<file path="config.mk">
export PLATFORM = sky130hd
export DESIGN_NAME = pll_reset_sequencer
export DESIGN_NICKNAME = d
export VERILOG_FILES = /design/src/rtl/pll_reset_pkg.sv /design/src/rtl/bit_synchronizer.sv /design/src/rtl/pll_reset_sequencer.sv
export SDC_FILE = /design/constraint.sdc
export NUM_CORES = 1
export LEC_CHECK = 0
export BUFFER_PORTS_ARGS = -buffer_cell sky130_fd_sc_hd__buf_2
export CORE_MARGIN = 4
export CORE_UTILIZATION = 51
export DETAILED_ROUTE_END_ITERATION = 7
export PLACE_DENSITY = 0.78
export RECOVER_POWER = 100
export SLEW_MARGIN = 40
export SYNTH_ARGS = -nofsm -noshare
export SYNTH_HDL_FRONTEND = slang
export SYNTH_HIERARCHICAL = 1
export SYNTH_SLANG_ARGS = --single-unit
</file>
<file path="constraint.sdc">
create_clock -name clk_proc -period 2.2 [get_ports clk_proc]
set_input_delay 0.11 -clock clk_proc [delete_from_list [all_inputs] [get_ports clk_proc]]
set_output_delay 0.11 -clock clk_proc [all_outputs]
set_load 0.02 [all_outputs]
</file>
<file path="src/rtl/pll_reset_pkg.sv">
// pll_reset_pkg: shared state encoding and default parameters for the PLL reset sequencer
package pll_reset_pkg;

    typedef enum logic [2:0] {
        S_RESET  = 3'd0,
        S_FILTER = 3'd1,
        S_HOLD   = 3'd2,
        S_RUN    = 3'd3,
        S_LOST   = 3'd4
    } state_t;

    localparam int DEF_SYNC_STAGES        = 2;
    localparam int DEF_LOCK_FILTER_CYCLES = 16;
    localparam int DEF_HOLD_CYCLES        = 64;
    localparam int DEF_LOSS_CNT_WIDTH     = 8;

endpackage

</file>
<file path="src/rtl/bit_synchronizer.sv">
// bit_synchronizer: multi-flop synchronizer for a single asynchronous bit, clears to 0 on reset
module bit_synchronizer #(
    parameter int STAGES = 2
) (
    input  logic clk,
    input  logic rst,
    input  logic d,
    output logic q
);

    logic [STAGES-1:0] sync_q;
    logic [STAGES-1:0] sync_d;

    // shift the asynchronous input one stage deeper each edge
    always_comb sync_d = {sync_q[STAGES-2:0], d};

    // synchronizer flops, cleared asynchronously so lock never looks valid during reset
    always_ff @(posedge clk or posedge rst) begin
        if (rst) sync_q <= '0;
        else     sync_q <= sync_d;
    end

    assign q = sync_q[STAGES-1];

endmodule

</file>
<file path="src/rtl/pll_reset_sequencer.sv">
// pll_reset_sequencer: holds the processor in reset until PLL lock is stable, re-asserting on lock loss
module pll_reset_sequencer
    import pll_reset_pkg::*;
#(
    parameter int SYNC_STAGES        = DEF_SYNC_STAGES,
    parameter int LOCK_FILTER_CYCLES = DEF_LOCK_FILTER_CYCLES,
    parameter int HOLD_CYCLES        = DEF_HOLD_CYCLES,
    parameter int LOSS_CNT_WIDTH     = DEF_LOSS_CNT_WIDTH
) (
    input  logic                      clk_proc,
    input  logic                      rst,
    input  logic                      pll_locked,
    output logic                      rst_proc,
    output logic                      proc_ready,
    output logic [LOSS_CNT_WIDTH-1:0] lock_loss_count,
    output logic [2:0]                state_dbg
);

    localparam int FW = LOCK_FILTER_CYCLES > 1 ? $clog2(LOCK_FILTER_CYCLES) : 1;
    localparam int HW = HOLD_CYCLES > 1 ? $clog2(HOLD_CYCLES) : 1;
    localparam logic [FW-1:0] FILTER_LAST = FW'(LOCK_FILTER_CYCLES - 1);
    localparam logic [HW-1:0] HOLD_LAST   = HW'(HOLD_CYCLES - 1);

    logic                      lock_s;
    state_t                    state_q, state_d;
    logic [FW-1:0]             filter_cnt_q, filter_cnt_d;
    logic [HW-1:0]             hold_cnt_q, hold_cnt_d;
    logic [LOSS_CNT_WIDTH-1:0] loss_cnt_q, loss_cnt_d;
    logic                      rst_proc_q, rst_proc_d;

    bit_synchronizer #(.STAGES(SYNC_STAGES)) u_lock_sync (
        .clk (clk_proc),
        .rst (rst),
        .d   (pll_locked),
        .q   (lock_s)
    );

    // next-state, counters and the registered reset output, all derived from the FSM
    always_comb begin
        state_d      = state_q;
        filter_cnt_d = filter_cnt_q;
        hold_cnt_d   = hold_cnt_q;
        loss_cnt_d   = loss_cnt_q;
        case (state_q)
            S_RESET: begin
                state_d      = S_FILTER;
                filter_cnt_d = '0;
            end
            S_FILTER: begin
                if (!lock_s) begin
                    filter_cnt_d = '0;
                end else if (filter_cnt_q == FILTER_LAST) begin
                    state_d    = S_HOLD;
                    hold_cnt_d = '0;
                end else begin
                    filter_cnt_d = filter_cnt_q + 1'b1;
                end
            end
            S_HOLD: begin
                if (!lock_s)                    state_d    = S_LOST;
                else if (hold_cnt_q == HOLD_LAST) state_d  = S_RUN;
                else                            hold_cnt_d = hold_cnt_q + 1'b1;
            end
            S_RUN: begin
                if (!lock_s) state_d = S_LOST;
            end
            S_LOST: begin
                state_d      = S_FILTER;
                filter_cnt_d = '0;
            end
            default: state_d = S_RESET;
        endcase
        if (state_d == S_LOST && state_q != S_LOST && loss_cnt_q != '1)
            loss_cnt_d = loss_cnt_q + 1'b1;
        rst_proc_d = (state_d != S_RUN);
    end

    // state and counter registers; reset forces the processor into reset immediately
    always_ff @(posedge clk_proc or posedge rst) begin
        if (rst) begin
            state_q      <= S_RESET;
            filter_cnt_q <= '0;
            hold_cnt_q   <= '0;
            loss_cnt_q   <= '0;
            rst_proc_q   <= 1'b1;
        end else begin
            state_q      <= state_d;
            filter_cnt_q <= filter_cnt_d;
            hold_cnt_q   <= hold_cnt_d;
            loss_cnt_q   <= loss_cnt_d;
            rst_proc_q   <= rst_proc_d;
        end
    end

    assign rst_proc        = rst_proc_q;
    assign proc_ready      = !rst_proc_q;
    assign lock_loss_count = loss_cnt_q;
    assign state_dbg       = state_q;

endmodule

</file>
==> metrics.txt <==
final core occ 59.10%; DRT Pass-1 Iters 4; Rel. slew slack 47.16%; arrival time worst endpoint 2.09 ns; Seq/Total Area, Yosys 49.74%; synthesized instance count 111; cell family with most CP delay simple AND/OR/NAND/NOR gates; DR WL/cell 13.63 um; Post-DP Area 0.001300 mm^2; fin crit period 1.882 ns; Final nets 135; die width 56.71 um; I/O Buffers 15; GRT overflow 0; slowest CP cell dfrtp_1; H-tree lvl count 1; Root Driver clkbuf_4; worst path cell trace or3b_1 -> a211oi_1 -> nand3_1 -> xnor2_1; Die Span Y 56.71 um; Netlist Area Pre-Place 0.001210 mm^2; #FFs+latches synth 24; crit path buf inv count 0; initial antenna violation count 0; post-CTS sizing 0; Max-Cap Viols 0; vias per cell 5.756; ANT cells 0; WP data required 2.41 ns; Post-Layout Inst Area 0.001320 mm^2; DRT iter0 DRCs 13; min-delay worst type in -> async; YS warnings 6; Post-synth EDFFs 0; Inst Count DP 150; Sw Share 21.44%; DRC violations left 0; clock-pin slew on the worst setup and hold paths 0.13 ns; RSZ-0062 raised after global routing false; die area 0.003215 mm^2; setup_tns 0 ns; GP Congestion 0.8605; crit-path max cell delay 0.59 ns; filler cell count 204; Peak VDD IR 0.0003585 V; worst slew pin tran 0.7917 ns; Routed WL 2.126 mm; status finished clean; GRT Util Overall 14.07%; largest net degree at the start of global routing 23; vias in the first global route 855; post-synthesis cell type count 41; Power Internal 0.5594 mW; initial core utilization 54.17%; first-pass GRT wire length 3.615 mm; TritonCTS buffer count 3; Final Hold Fails 0; Leak Pwr 0.5909 nW; FFs w/ async S/R, synth 100.0%; switching power 0.1526 mW; Worst Setup Path Type reg -> reg; Post-Layout Cell Count 156; final worst path period share 85.56%; Detail Route Antenna Nets 0; Row Count 17; Reg power frac 63.9%; CP max FO 13; Post-Syn Area per Cell 10.90 um^2; clock tree sinks 24; PwrDens 539.4 mW/mm^2; Post-Route Skew 0.003589 ns; Max Slew Vio Count 0; hpwl dp 1.577 mm; combinational group share of total power 3.7%; Final setup viols 0; WHS 0.1650 ns; Peak Freq 0.5313 GHz; IO Count 16; TritonCTS clock tree done; core area 0.002233 mm^2; Layout area overhead 9.101%; Main synth FF type dfrtp_1; routed via count 898; fraction of layout cells with a size suffix above 1 7.813%; clk buf depth 2; Clock Latency Late Sink 0.31 ns; syn_nets 117; clock power share 32.4%; critical path capture point type register; startpoint type of the worst setup path register
sequential cells by signal, summed over array words and instances, names as in the netlist:
signal and flops:
state_dbg 3, hold_cnt_q 6, rst_proc 1, lock_loss_count 8, u_lock_sync/sync_q 2, filter_cnt_q 4
through the flow:
step           worst slack, ns  power, mW
2_1_floorplan           0.4717     0.4801
3_3_place_gp            0.5212     0.4861
3_5_place_dp            0.4823     0.4882
4_1_cts                 0.4605     0.7158
5_1_grt                 0.2177     0.7316
6_report                0.3177     0.7121
cell families after synthesis:
group,count (synthesis),share of synthesized area [%]
buffers and inverters,10,3.825
muxes,3,2.689
AOI/OAI and AO/OA,29,18.82
DFF,24,49.74
xor gates and xnor gates,6,4.343
adders and majority gates,3,3.103
and+or+nand+nor,36,17.48
power by group through the flow:
stage | logic (mW) | registers [mW] | clock network, mW
after floorplan | 0.0205 | 0.460 | 0
after global placement | 0.0237 | 0.462 | 0
after detailed placement | 0.0250 | 0.463 | 0
after CTS | 0.0276 | 0.455 | 0.233
after global routing | 0.0309 | 0.456 | 0.245
final | 0.0264 | 0.455 | 0.231
final timing paths:
check                                                start  slack, ns                         endpoint  depth (start not counted)
max                                 state_dbg[1]$_DFF_PP0_       0.32   lock_loss_count[4]$_DFFE_PP0P_                          4
min                                                    rst       0.16  u_lock_sync/sync_q[1]$_DFF_PP0_                          3
max reg2reg                         state_dbg[1]$_DFF_PP0_       0.32   lock_loss_count[4]$_DFFE_PP0P_                          4
min reg2reg                u_lock_sync/sync_q[0]$_DFF_PP0_       0.38  u_lock_sync/sync_q[1]$_DFF_PP0_                          0
max in group asynchronous                              rst       1.24      filter_cnt_q[1]$_DFFE_PP0P_                          3
min in group clk_proc      u_lock_sync/sync_q[0]$_DFF_PP0_       0.38  u_lock_sync/sync_q[1]$_DFF_PP0_                          0
what timing repair did:
item | in CTS | in global routing
hold endpoints to repair | 24 | 0
endpoints found under the setup margin | 0 | 0
setup buffers | 0 | 0
hold buffers | 2 | 0
cell usage after synthesis (2+ instances only):
cell type | count | area, um^2
or3_1 | 2 | 12.51
and4_1 | 2 | 17.52
xnor2_1 | 4 | 35.03
nand3_1 | 6 | 30.03
a41oi_1 | 2 | 17.52
a21oi_1 | 8 | 40.04
xor2_1 | 2 | 17.52
inv_1 | 4 | 15.01
nand2b_1 | 2 | 12.51
a31oi_1 | 5 | 31.28
mux2_1 | 2 | 22.52
nor2_1 | 4 | 15.01
clkbuf_1 | 3 | 11.26
a211oi_2 | 2 | 25.02
ha_1 | 3 | 37.54
nand2_1 | 8 | 30.03
and3_1 | 3 | 18.77
dfrtp_1 | 23 | 575.6
o21ai_0 | 3 | 15.01
a21o_1 | 2 | 15.01
layout make-up:
cell class                 count  area, um^2  share of cell area [%]
sequential                    24       601.8                   45.59
multi-input combinational     77       546.8                   41.42
timing repair buffer          18       81.33                   6.161
clock buffer                   4       36.28                   2.749
tap                           28       35.03                   2.654
inverter                       5       18.77                   1.422
layer usage:
layer | wire (um) | vias to the layer above | global-route usage [%]
met5 | 0 | - | 0
met2 | 1022 | 24 | 24.26
met3 | 98 | 2 | 2.069
li1 | - | 447 | -
met1 | 992 | 425 | 17.69
met4 | 12 | 0 | 5.085
worst register-to-register path: stages, from the launching register on:
cell      delay (ns)
dfrtp_1         0.59
or3b_1          0.50
a211oi_1        0.40
nand3_1         0.16
xnor2_1         0.14
cell usage in the layout (no fill, tap or decap), types with 2 or more instances in the layout:
cell,count
xnor2_1,4
nand3_1,6
nand2b_1,2
a211oi_1,2
inv_1,4
ha_1,3
or3_1,2
a21oi_1,8
mux2_1,2
xor2_1,2
a31oi_1,5
and3_1,3
o21ai_0,3
dlygate4sd3_1,2
a21o_1,2
a41oi_1,3
clkbuf_4,3
dfrtp_1,23
clkbuf_1,15
and4_1,2
nor2_1,4
nand2_1,8
Note: power is estimated with default switching activity, not from simulation.
